[src/rtl/mult_pkg.sv]
// Shared types and elaboration limits for the iterative shift-add multiplier.
package mult_pkg;

    localparam int STATE_W   = 2;
    localparam int WIDTH_MIN = 4;
    localparam int WIDTH_MAX = 32;

    typedef enum logic [STATE_W-1:0] {
        IDLE = 2'd0,
        CALC = 2'd1,
        FIX  = 2'd2,
        HOLD = 2'd3
    } state_t;

    function automatic bit width_ok(input int width, input int frac);
        return (width >= WIDTH_MIN) && (width <= WIDTH_MAX) && (frac >= 0) && (frac < width);
    endfunction

endpackage

[src/rtl/fx_saturate.sv]
// Turns a full 2*WIDTH product into a WIDTH-bit fixed-point value: shift right by FRAC,
// then clamp to the signed or unsigned range of the result word.
module fx_saturate #(
    parameter int WIDTH = 16,
    parameter int FRAC  = 0
) (
    input  logic [2*WIDTH-1:0] prod,
    input  logic               signed_mode,
    output logic [WIDTH-1:0]   fx,
    output logic               sat
);

    logic [2*WIDTH-1:0] shifted;

    // A signed value fits in WIDTH bits only when every bit above the result sign matches it.
    always_comb begin
        if (signed_mode) begin
            shifted = $signed(prod) >>> FRAC;
        end else begin
            shifted = prod >> FRAC;
        end
        fx  = shifted[WIDTH-1:0];
        sat = 1'b0;
        if (signed_mode) begin
            if (shifted[2*WIDTH-1:WIDTH-1] != {(WIDTH+1){shifted[2*WIDTH-1]}}) begin
                sat = 1'b1;
                fx  = shifted[2*WIDTH-1] ? {1'b1, {(WIDTH-1){1'b0}}} : {1'b0, {(WIDTH-1){1'b1}}};
            end
        end else if (shifted[2*WIDTH-1:WIDTH] != '0) begin
            sat = 1'b1;
            fx  = '1;
        end
    end

endmodule

[src/rtl/seq_mult_fx.sv]
// Radix-2 shift-add multiplier on operand magnitudes; the sign is reapplied at the end,
// and both the full product and a saturated fixed-point result are delivered via valid/ready.
module seq_mult_fx
    import mult_pkg::*;
#(
    parameter int WIDTH = 16,
    parameter int FRAC  = 0
) (
    input  logic               clk,
    input  logic               rst,
    input  logic               in_valid,
    output logic               in_ready,
    input  logic [WIDTH-1:0]   a_in,
    input  logic [WIDTH-1:0]   b_in,
    input  logic               signed_in,
    output logic               out_valid,
    input  logic               out_ready,
    output logic [2*WIDTH-1:0] prod_out,
    output logic [WIDTH-1:0]   fx_out,
    output logic               sat_out,
    output logic               busy
);

    localparam int CNT_W = 6;

    if (!width_ok(WIDTH, FRAC)) begin : g_bad_params
        $error("seq_mult_fx: WIDTH must be 4..32 and FRAC must be 0..WIDTH-1");
    end

    state_t             state;
    logic [WIDTH-1:0]   a_mag;
    logic [WIDTH-1:0]   b_shift;
    logic [2*WIDTH-1:0] acc;
    logic [CNT_W-1:0]   cnt;
    logic               neg;
    logic               mode;

    logic [WIDTH-1:0]   a_abs;
    logic [WIDTH-1:0]   b_abs;
    logic [WIDTH:0]     partial;
    logic [2*WIDTH-1:0] final_prod;
    logic [WIDTH-1:0]   fx_val;
    logic               sat_val;

    // Negating -2^(WIDTH-1) wraps back to the same bit pattern, which read unsigned is exactly its magnitude.
    always_comb begin
        a_abs      = (signed_in && a_in[WIDTH-1]) ? (~a_in + WIDTH'(1)) : a_in;
        b_abs      = (signed_in && b_in[WIDTH-1]) ? (~b_in + WIDTH'(1)) : b_in;
        partial    = {1'b0, acc[2*WIDTH-1:WIDTH]} + (b_shift[0] ? {1'b0, a_mag} : '0);
        final_prod = neg ? (~acc + (2*WIDTH)'(1)) : acc;
    end

    fx_saturate #(
        .WIDTH (WIDTH),
        .FRAC  (FRAC)
    ) u_fx_saturate (
        .prod        (final_prod),
        .signed_mode (mode),
        .fx          (fx_val),
        .sat         (sat_val)
    );

    always_ff @(posedge clk or posedge rst) begin
        if (rst) begin
            state     <= IDLE;
            in_ready  <= 1'b1;
            out_valid <= 1'b0;
            busy      <= 1'b0;
            prod_out  <= '0;
            fx_out    <= '0;
            sat_out   <= 1'b0;
            a_mag     <= '0;
            b_shift   <= '0;
            acc       <= '0;
            cnt       <= '0;
            neg       <= 1'b0;
            mode      <= 1'b0;
        end else begin
            case (state)
                IDLE: begin
                    if (in_valid) begin
                        a_mag    <= a_abs;
                        b_shift  <= b_abs;
                        neg      <= signed_in & (a_in[WIDTH-1] ^ b_in[WIDTH-1]);
                        mode     <= signed_in;
                        acc      <= '0;
                        cnt      <= '0;
                        in_ready <= 1'b0;
                        busy     <= 1'b1;
                        state    <= CALC;
                    end
                end
                // The carry of each partial add becomes the top bit of the shifted accumulator.
                CALC: begin
                    acc     <= {partial, acc[WIDTH-1:1]};
                    b_shift <= b_shift >> 1;
                    cnt     <= cnt + CNT_W'(1);
                    if (cnt == CNT_W'(WIDTH - 1)) begin
                        state <= FIX;
                    end
                end
                FIX: begin
                    prod_out  <= final_prod;
                    fx_out    <= fx_val;
                    sat_out   <= sat_val;
                    out_valid <= 1'b1;
                    state     <= HOLD;
                end
                HOLD: begin
                    if (out_ready) begin
                        out_valid <= 1'b0;
                        in_ready  <= 1'b1;
                        busy      <= 1'b0;
                        state     <= IDLE;
                    end
                end
                default: state <= IDLE;
            endcase
        end
    end

endmodule
[config.mk]
export PLATFORM = sky130hd
export DESIGN_NAME = seq_mult_fx
export DESIGN_NICKNAME = d
export VERILOG_FILES = /design/src/rtl/mult_pkg.sv /design/src/rtl/fx_saturate.sv /design/src/rtl/seq_mult_fx.sv
export SDC_FILE = /design/constraint.sdc
export NUM_CORES = 1
export LEC_CHECK = 0
export BUFFER_PORTS_ARGS = -buffer_cell sky130_fd_sc_hd__buf_2
export CELL_PAD_IN_SITES_DETAIL_PLACEMENT = 0
export CELL_PAD_IN_SITES_GLOBAL_PLACEMENT = 1
export CORE_MARGIN = 2
export CORE_UTILIZATION = 48
export DETAILED_ROUTE_END_ITERATION = 16
export PLACE_DENSITY = 0.81
export SYNTH_ARGS = -nofsm -noshare
export SYNTH_HDL_FRONTEND = slang
export SYNTH_SLANG_ARGS = --single-unit
[constraint.sdc]
create_clock -name clk -period 11.45 [get_ports clk]
set_input_delay 1.7175 -clock clk [delete_from_list [all_inputs] [get_ports clk]]
set_output_delay 1.7175 -clock clk [all_outputs]
set_load 0.005 [all_outputs]
Word-level counts from Yosys, hierarchy flattened --
Cells that the tools add are included.
Word-level totals: output and inout port bits 52, logic and storage cells 71, register bits after elaboration 126, input bits 37
Operators by class: multiplexer cells 28, bitwise gates (word level) 5, equal/unequal tests 8, reductions and logical operators 12, add/sub/neg operators 5
Operator list (count):
- 16-bit two-way mux | 8
- 32-bit two-way mux | 2
- 32-bit one-hot mux with 2 select lines | 1
- 16-bit by 1-bit adder with 16-bit output (second input constant) | 2
- 32-bit by 1-bit adder with 32-bit output (second input constant) | 1
- 16-bit inverter | 2
- 32-bit inverter | 1
- 16-bit one-hot mux with 2 select lines | 1
- 16-bit by 16-bit adder with 17-bit output | 1
- 16-bit != test | 1
- 16-bit nonzero test | 1
- 6-bit one-hot mux with 2 select lines | 1
- 2-bit one-hot mux with 4 select lines | 1
- 1-bit two-way mux | 7
- 6-bit by 1-bit adder with 6-bit output (second input constant) | 1
- 6-bit by 4-bit equality test with 1-bit output (second input constant) | 1
- 2-bit two-way mux | 3
- 6-bit two-way mux | 1
- 2-bit != test (second input constant) | 3
- 1-bit one-hot mux with 2 select lines | 3
- 2-bit AND reduction | 3
- 3-bit AND reduction | 2
- 2-bit nonzero test | 3
- 2-bit equality test (second input constant) | 2
- other kinds (5) | 6

Depth between registers and ports, before layout --
Gate-level depths: netlist (run 1).
word-level depth 6, gate-level depth with buffers 14, depth with buffers taken out 13

By module --
From an unflattened synthesis (run 1), not the netlist that was laid out.
Unflattened totals: cells, all modules 775, area total of the unflattened synthesis 7528.5 um^2
Modules (own cells, without submodules):
- seq_mult_fx | instances 1, area an instance 7024.2 um^2, seq. area each 3154.3 um^2, cells each 703
- fx_saturate | instances 1, area an instance 504.2 um^2, seq. area each 0.0 um^2, cells each 72

Worst setup path after synthesis (run 1) --
OpenSTA, ideal clock, no wires.
path kind register to register, start point reg acc[23], end point reg fx_out[2], path slack 7.493 ns, data arrival time 3.828 ns, setup time 0.130 ns, buffers on the path 1, data required time 11.320 ns, period minus slack after synthesis 3.957 ns, cell stages (with the launch flop) 11, cell sequence dfrtp_1 > or4_4 > or4_4 > o41a_4 > xnor2_4 > or4_2 > a221o_1 > o32ai_1 > o21a_1 > buf_6 > a211oi_2
Between the ends: longest elaborated chain between the ends 6, elaborated cells between the ends (all ways) 9, those cells by class add/sub: 1; eq/ne: 1; mux: 5; bitwise: 1; reduce/logical: 1
RTL lines:
- from (decl) | RTL line seq_mult_fx.sv:33 | logic [2*WIDTH-1:0] acc;
- from (signal assigned) | RTL line seq_mult_fx.sv:95 | acc <= {partial, acc[WIDTH-1:1]};
- 32-bit inverter | RTL line seq_mult_fx.sv:50 | final_prod = neg ? (~acc + (2*WIDTH)'(1)) : acc;
- 32-bit by 1-bit adder with 32-bit output | RTL line seq_mult_fx.sv:50
- 32-bit two-way mux * | RTL line seq_mult_fx.sv:50
- 16-bit != test, or another cell as far along | RTL line fx_saturate.sv:25 | if (shifted[2*WIDTH-1:WIDTH-1] != {(WIDTH+1){shifted[2*WIDTH-1]}}) begin
- 16-bit two-way mux, on equally long branches | RTL line fx_saturate.sv:25, fx_saturate.sv:29
- 16-bit two-way mux * | RTL line fx_saturate.sv:24 | if (signed_mode) begin
- to (signal assigned) | RTL line seq_mult_fx.sv:104 | fx_out <= fx_val;
- to (decl) | RTL line seq_mult_fx.sv:19 | output logic [WIDTH-1:0] fx_out,
Every way passes the cells marked *; elsewhere a longest branch is shown, timed or not. A chain may end at the register's enable or synchronous reset.

Worst setup path after layout (run 1) --
start point reg acc[10], end point reg fx_out[0]
Between the ends: longest elaborated chain between the ends 6, elaborated cells between the ends (all ways) 9, those cells by class add/sub: 1; eq/ne: 1; mux: 5; bitwise: 1; reduce/logical: 1
RTL lines (RTL line):
- 32-bit inverter * | seq_mult_fx.sv:50
- 32-bit by 1-bit adder with 32-bit output * | seq_mult_fx.sv:50
- 32-bit two-way mux * | seq_mult_fx.sv:50
- 16-bit != test, or another cell as far along | fx_saturate.sv:25
- 16-bit two-way mux, on equally long branches | fx_saturate.sv:25, fx_saturate.sv:29
- 16-bit two-way mux * | fx_saturate.sv:24
Marked as above.

==> results.py, run 1 <==
metrics = {
    "run_status": {
        "run_status": "complete, no violations",
    },
    "timing": {
        "slew_headroom": 0.274,
        "fmax_mhz": 214,
        "setup_violations": 0,
        "min_period_ps": 4680,
        "final_max_slew_viol_count": 0,
        "final_hold_viol_count": 0,
        "finClkSkew_ps": 6.73,
        "rsz0062_at_grt": "no",
        "period_share": 0.409,
        "tns_ps": 0,
        "worstMarginPinSlew_ps": 1090,
    },
    "setup_path": {
        "worstRegToRegCells": 9,
        "reg2reg_slack_ps": 6770,
        "crit_start": "acc[10]",
        "worstPathArrival_ps": 4930,
        "cp_max_fo": 15,
        "critical_path_class": "reg2reg",
        "r2r-start": "acc[10]",
        "critPathCaptureType": "register",
        "start_kind": "register",
        "endpoint": "fx_out[0]",
        "crit_required_ps": 11700,
        "r2r_end": "fx_out[0]",
    },
    "route": {
        "drc_errors": 0,
        "drt_iter0_markers": 377,
        "vias_per_cell": 5.72,
        "post_drt_wl_per_cell_um": 16.1,
        "antenna_left": 0,
        "vias": 6285,
        "wl_mm": 17.6,
        "drtPass1Iterations": 5,
    },
    "global_route": {
        "antenna_found_initial": 0,
        "track_usage": 0.223,
        "grt_max_degree": 81,
        "grt_overflow_total": 0,
        "grt_pass1_wl_mm": 29.6,
        "grt_pass1_vias": 6108,
    },
    "pwr": {
        "cellPowerDensity_nw_per_um2": 121,
        "peakVddDrop_mv": 0.112,
        "power_leakage_uw": 0.00408,
        "finalPower_uw": 1030,
    },
    "synthesis": {
        "syn_inst": 838,
        "yosysTopAreaCell": "dfrtp_1",
        "syn_area_um2": 7470,
        "synthDistinctLibCells": 68,
        "synth_seq_area_share": 0.422,
        "syn_area_per_cell_um2": 8.92,
        "synthesis.nets": 901,
        "ys_seq_elements": 126,
        "synth_top_cell_area_share": 0.419,
        "synth_ff_type": "dfrtp_1",
        "synth-edff-count": 0,
        "post-synth-top-count-cell": "dfrtp_1",
        "synthTopCellsByArea": "dfrtp_1 (42%), xor2_1 (5.0%), nand2_1 (4.8%)",
        "synth_warnings": 0,
        "async_reset_ff_frac": 1.00,
        "synthTopCellsByCount": "dfrtp_1 (125), nand2_1 (96), nor2_1 (95), o21ai_0 (69), a21oi_1 (66)",
    },
    "clock_network": {
        "cts.clk_slew.worst_paths_ps": 60,
        "htreeDepth": 4,
        "cts_tree": "built",
        "postCtsSetupBuffers": 0,
        "hold_buffers": 0,
        "cts_root_buf": "clkbuf_16",
        "cts_resized": 0,
        "cts_buffers": 17,
        "clock_sinks": 126,
        "clk_latency_ps": 420,
        "clk_path_buf_depth": 2,
    },
    "final_layout": {
        "area_delta_synth_final_pct": 14.4,
        "final_nets": 960,
        "antenna_cells": 0,
        "drive_gt1_frac": 0.173,
    },
    "die": {
        "start_util": 0.491,
        "row_count": 45,
        "dieWidth_um": 129,
        "dieArea_um2": 16600,
        "coreArea_um2": 15200,
        "num_io_pins": 89,
        "chipHeight_um": 129,
    },
    "place": {
        "globalplace.congestion": 0.879,
        "hpwlAfterDp_mm": 12.7,
        "numPortBuffers": 88,
    },
    "worst_hold_path": {
        "hp-start": "a_mag[7]",
        "hp-class": "reg2reg",
    },
    "flow_run": {
        "max_cap_violations": 0,
    },
}
## flip-flops by register name, indices dropped and copies added (netlist names)
register and count:
fx_out 16, b_shift 16, a_mag 16, prod_out 32, acc 32, in_ready 1
busy 1, sat_out 1, out_valid 1, cnt 6, state 2, neg 1
mode 1
## cells by family after synthesis
kind of cell / count (synthesis) / share of synthesized area
flops: 126 / 0.422
simple gates: 301 / 0.192
buf+inv: 74 / 0.0419
compound gates: 235 / 0.206
mux: 9 / 0.0127
fa+ha+maj: 26 / 0.0445
xor+xnor: 67 / 0.0811
## cell type report
type                       count  area (µm²)
multi-input combinational    638        4010
clock inverter                10         139
inverter                      22        85.1
sequential                   126        3150
tap                          188         235
fill                        1409        6660
clock buffer                  22         454
timing repair buffer          92         470
## placed cells by master, fill, tap and decap left out, types with 4 or more instances in the layout
cell,n
dfrtp_1,125
nand2_1,96
nor2_1,95
buf_2,88
o21ai_0,69
a21oi_1,66
xor2_1,43
ha_1,24
xnor2_1,23
inv_1,20
and2_1,19
nand3_1,17
clkbuf_16,17
nor3_1,16
a22o_1,15
o41ai_1,14
o31ai_1,13
a211oi_2,10
nor4_1,8
a211oi_1,8
nand2b_1,8
or3_1,6
o22ai_1,6
mux2i_1,5
or4_4,4
or2_2,4
nand4_1,4
nor2b_1,4
mux2_2,4
clkbuf_1,4
clkinvlp_4,4
buf_4,4
## per-layer routing
layer  vias to the layer above  share of wire  GRT usage
li1                       3105              -          -
met1                      2990           0.47      0.299
met2                       161           0.47      0.359
met3                        29          0.039     0.0412
met4                         0          0.022     0.0902
met5                         -              0          0
## power by group
| group | leakage (µW) | total, µW | internal, µW | switching (µW) |
|---|---|---|---|---|
| logic | 0.00206 | 42.3 | 15.1 | 27.1 |
| registers | 0.00174 | 446 | 446 | 0 |
| clock network | 0.000276 | 544 | 347 | 197 |
## worst max-delay path, stage by stage (launching register included)
cell	delay, ps
dfrtp_1	470
nor4_2	530
nand4_2	420
o41a_4	620
xnor2_4	180
or4_2	670
a221o_1	360
o32ai_1	390
and3_1	730
a211oi_1	130
## metrics by stage
step           instances  hold slack, ps  setup WS, ps   util  area [µm²]
6_report            1098             468          6770  0.562        8540
5_1_grt             1098             508          6400  0.562        8540
3_3_place_gp        1066             454          6920  0.523        7950
4_1_cts             1098             475          6750  0.562        8540
2_1_floorplan        838             442          6380      -        7470
3_5_place_dp        1066             463          6790  0.523        7950
## how the worst min path moves through the flow
stage          cells after the start    endpoint  slack, ps
2_1_floorplan                      2    a_mag[0]        440
3_3_place_gp                       2    a_mag[2]        450
3_5_place_dp                       2    a_mag[2]        460
4_1_cts                            2    a_mag[2]        480
5_1_grt                            1  fx_out[15]        510
6_report                           2    a_mag[7]        470
(Power assumes the default switching activity.)
==> inputs of run 2 (changes only) <==
Settings changed: CORE_UTILIZATION 48 to 41, PLACE_DENSITY 0.81 to 0.73.
Clock period 11.45 ns to 4.05 ns, I/O delays scaled along.
==> run 2 against run 1 <==
  * Design area up 3.5%
  * Combinational power rose to 2.9 times the previous value
  * Sequential power rose to 2.8 times the previous value
  * Global-route usage is 3.1 points lower
  * Cell count increased by 6.6%
  * Setup slack worse by 6600 ps
  * Sequential share of layout area down 1.3 points
  * Clock power grew to 2.6 times the previous value
  * Clock skew up 2.8 ps
  * Die area increased by 17%
  * Count of clock-buffer cells in the layout shrank 5
  * Sequential cell count unchanged
==> results.py, run 2 (same netlist as run 1, synthesis figures left out) <==
metrics = {
    "run_status": {
        "run_status": "complete, no violations",
    },
    "pwr": {
        "cellPowerDensity_nw_per_um2": 314,
        "clockPowerShare": 0.502,
        "peakVddDrop_mv": 0.269,
        "switching_share": 0.246,
        "pwr-share-comb": 0.044,
        "intPower_uw": 2090,
        "finalPower_uw": 2770,
        "power_leakage_uw": 0.00423,
        "switching_power_uw": 683,
        "seqPwrFrac": 0.454,
    },
    "global_route": {
        "grt_pass1_vias": 5954,
        "grt_busiest_layer": "met2",
        "gr-usage-met3": 0.0414,
        "grt_overflow_total": 0,
        "antenna_found_initial": 0,
        "track_usage": 0.192,
        "met1_usage": 0.269,
        "grt_pass1_wl_mm": 30.6,
        "grt_max_degree": 71,
        "met2_usage": 0.308,
    },
    "timing": {
        "fmax_mhz": 259,
        "slew_headroom": 0.406,
        "final_max_slew_viol_count": 0,
        "min_period_ps": 3860,
        "finClkSkew_ps": 9.51,
        "setup_violations": 0,
        "worstMarginPinSlew_ps": 891,
        "final_hold_viol_count": 0,
        "period_share": 0.953,
        "tns_ps": 0,
        "rsz0062_at_grt": "no",
    },
    "die": {
        "dieWidth_um": 139,
        "num_io_pins": 89,
        "dieArea_um2": 19300,
        "row_count": 49,
        "chipHeight_um": 139,
        "coreArea_um2": 17900,
        "start_util": 0.417,
    },
    "clock_network": {
        "cts_root_buf": "clkbuf_16",
        "cts_buffers": 17,
        "htreeDepth": 4,
        "hold_buffers": 0,
        "clk_latency_ps": 420,
        "cts.clk_slew.worst_paths_ps": 60,
        "clk_path_buf_depth": 2,
        "cts_tree": "built",
        "clock_sinks": 126,
    },
    "final_layout": {
        "stdcell_count": 1170,
        "final_cell_mix": "dfrtp_1 (125), nand2_1 (96), nor2_1 (95)",
        "final_nets": 991,
        "area_delta_synth_final_pct": 18.4,
        "n_fill_cell": 1755,
        "layout_commonest_cell": "dfrtp_1",
        "drive_gt1_frac": 0.209,
        "reg_top3": "acc (32), prod_out (32)",
        "antenna_cells": 0,
    },
    "setup_path": {
        "worstRegToRegCells": 10,
        "critPathCaptureType": "register",
        "r2r-start": "acc[23]",
        "r2r_end": "fx_out[14]",
        "reg2reg_slack_ps": 190,
        "worstPathArrival_ps": 4190,
        "critical_path_class": "reg2reg",
        "cp_max_fo": 15,
        "crit_required_ps": 4380,
        "start_kind": "register",
    },
    "route": {
        "wl_mm": 18.0,
        "post_drt_wl_per_cell_um": 15.3,
        "drc_errors": 0,
        "antenna_left": 0,
        "drt_iter0_markers": 289,
        "vias": 6200,
        "drtPass1Iterations": 5,
        "vias_per_cell": 5.30,
    },
    "place": {
        "globalplace.congestion": 0.870,
        "numPortBuffers": 88,
        "hpwlAfterDp_mm": 13.2,
        "placedCellCount": 1135,
    },
    "worst_hold_path": {
        "hp-class": "in2async",
    },
    "flow_run": {
        "max_cap_violations": 0,
    },
}
-- run 2: cell count changes in the layout (fill, tap and decap cells not counted), moves of 3 or more --
cell and change:
buf_4 +27, inv_6 +5, buf_12 +4, clkbuf_1 -4, bufinv_16 -3
-- run 2: timing repair --
item	in CTS	in global routing
gates resized for setup	0	6
endpoints found under the hold margin	0	0
endpoints found under the setup margin	0	15
setup buffers	0	3
-- run 2: area by class of cell --
cell class | instances | area (µm²) | area share
Tap cell | 229 | 287 | 0.0324
Sequential cell | 126 | 3150 | 0.357
Inverter | 22 | 85.1 | 0.00962
Clock buffer | 17 | 425 | 0.0481
Clock inverter | 15 | 114 | 0.0129
Multi-Input combinational cell | 638 | 4030 | 0.455
Timing Repair Buffer | 123 | 753 | 0.0851
-- run 2: worst max path at each step --
| stage | startpoint | depth (start not counted) | to | slack [ps] |
|---|---|---|---|---|
| global placement | acc[23] | 10 | fx_out[14] | 140 |
| global route | acc[1] | 11 | fx_out[0] | 6 |
| detailed placement | acc[1] | 12 | fx_out[14] | 110 |
| CTS | acc[1] | 12 | fx_out[14] | 100 |
| finish | acc[23] | 10 | fx_out[14] | 190 |
| floorplan | rst | 1 | a_mag[0] | 90 |
-- run 2: worst max-delay path, stage by stage, from the launching register on --
cell	delay, ps
dfrtp_1	370
or4_4	540
or4_4	450
o41a_4	410
xnor2_4	140
or4_2	660
a221o_1	340
a211o_1	290
and3_1	210
buf_12	160
a211oi_1	200
-- run 2: layer usage --
| layer | vias to the layer above | wire [µm] |
|---|---|---|
| met5 | - | 0 |
| met4 | 0 | 158 |
| met3 | 14 | 690 |
| met2 | 130 | 8250 |
| met1 | 2893 | 8850 |
| li1 | 3163 | - |
-- run 2: through the flow --
step           cell area [µm²]  setup WS, ps  hold slack (ps)  utilization
6_report                  8850           191              381        0.494
5_1_grt                   8850          5.62              408        0.494
4_1_cts                   8800           105              411        0.492
3_5_place_dp              8260           114              466        0.462
3_3_place_gp              8260           139              455        0.462
2_1_floorplan             7470          88.2              442            -
-- run 2: power groups by stage --
stage	clock [µW]	combinational (µW)	sequential, µW
after CTS	1420	125	1260
after detailed placement	0	124	1280
final	1390	121	1260
after global placement	0	124	1280
after global routing	1480	140	1260
after floorplan	0	71.1	1280
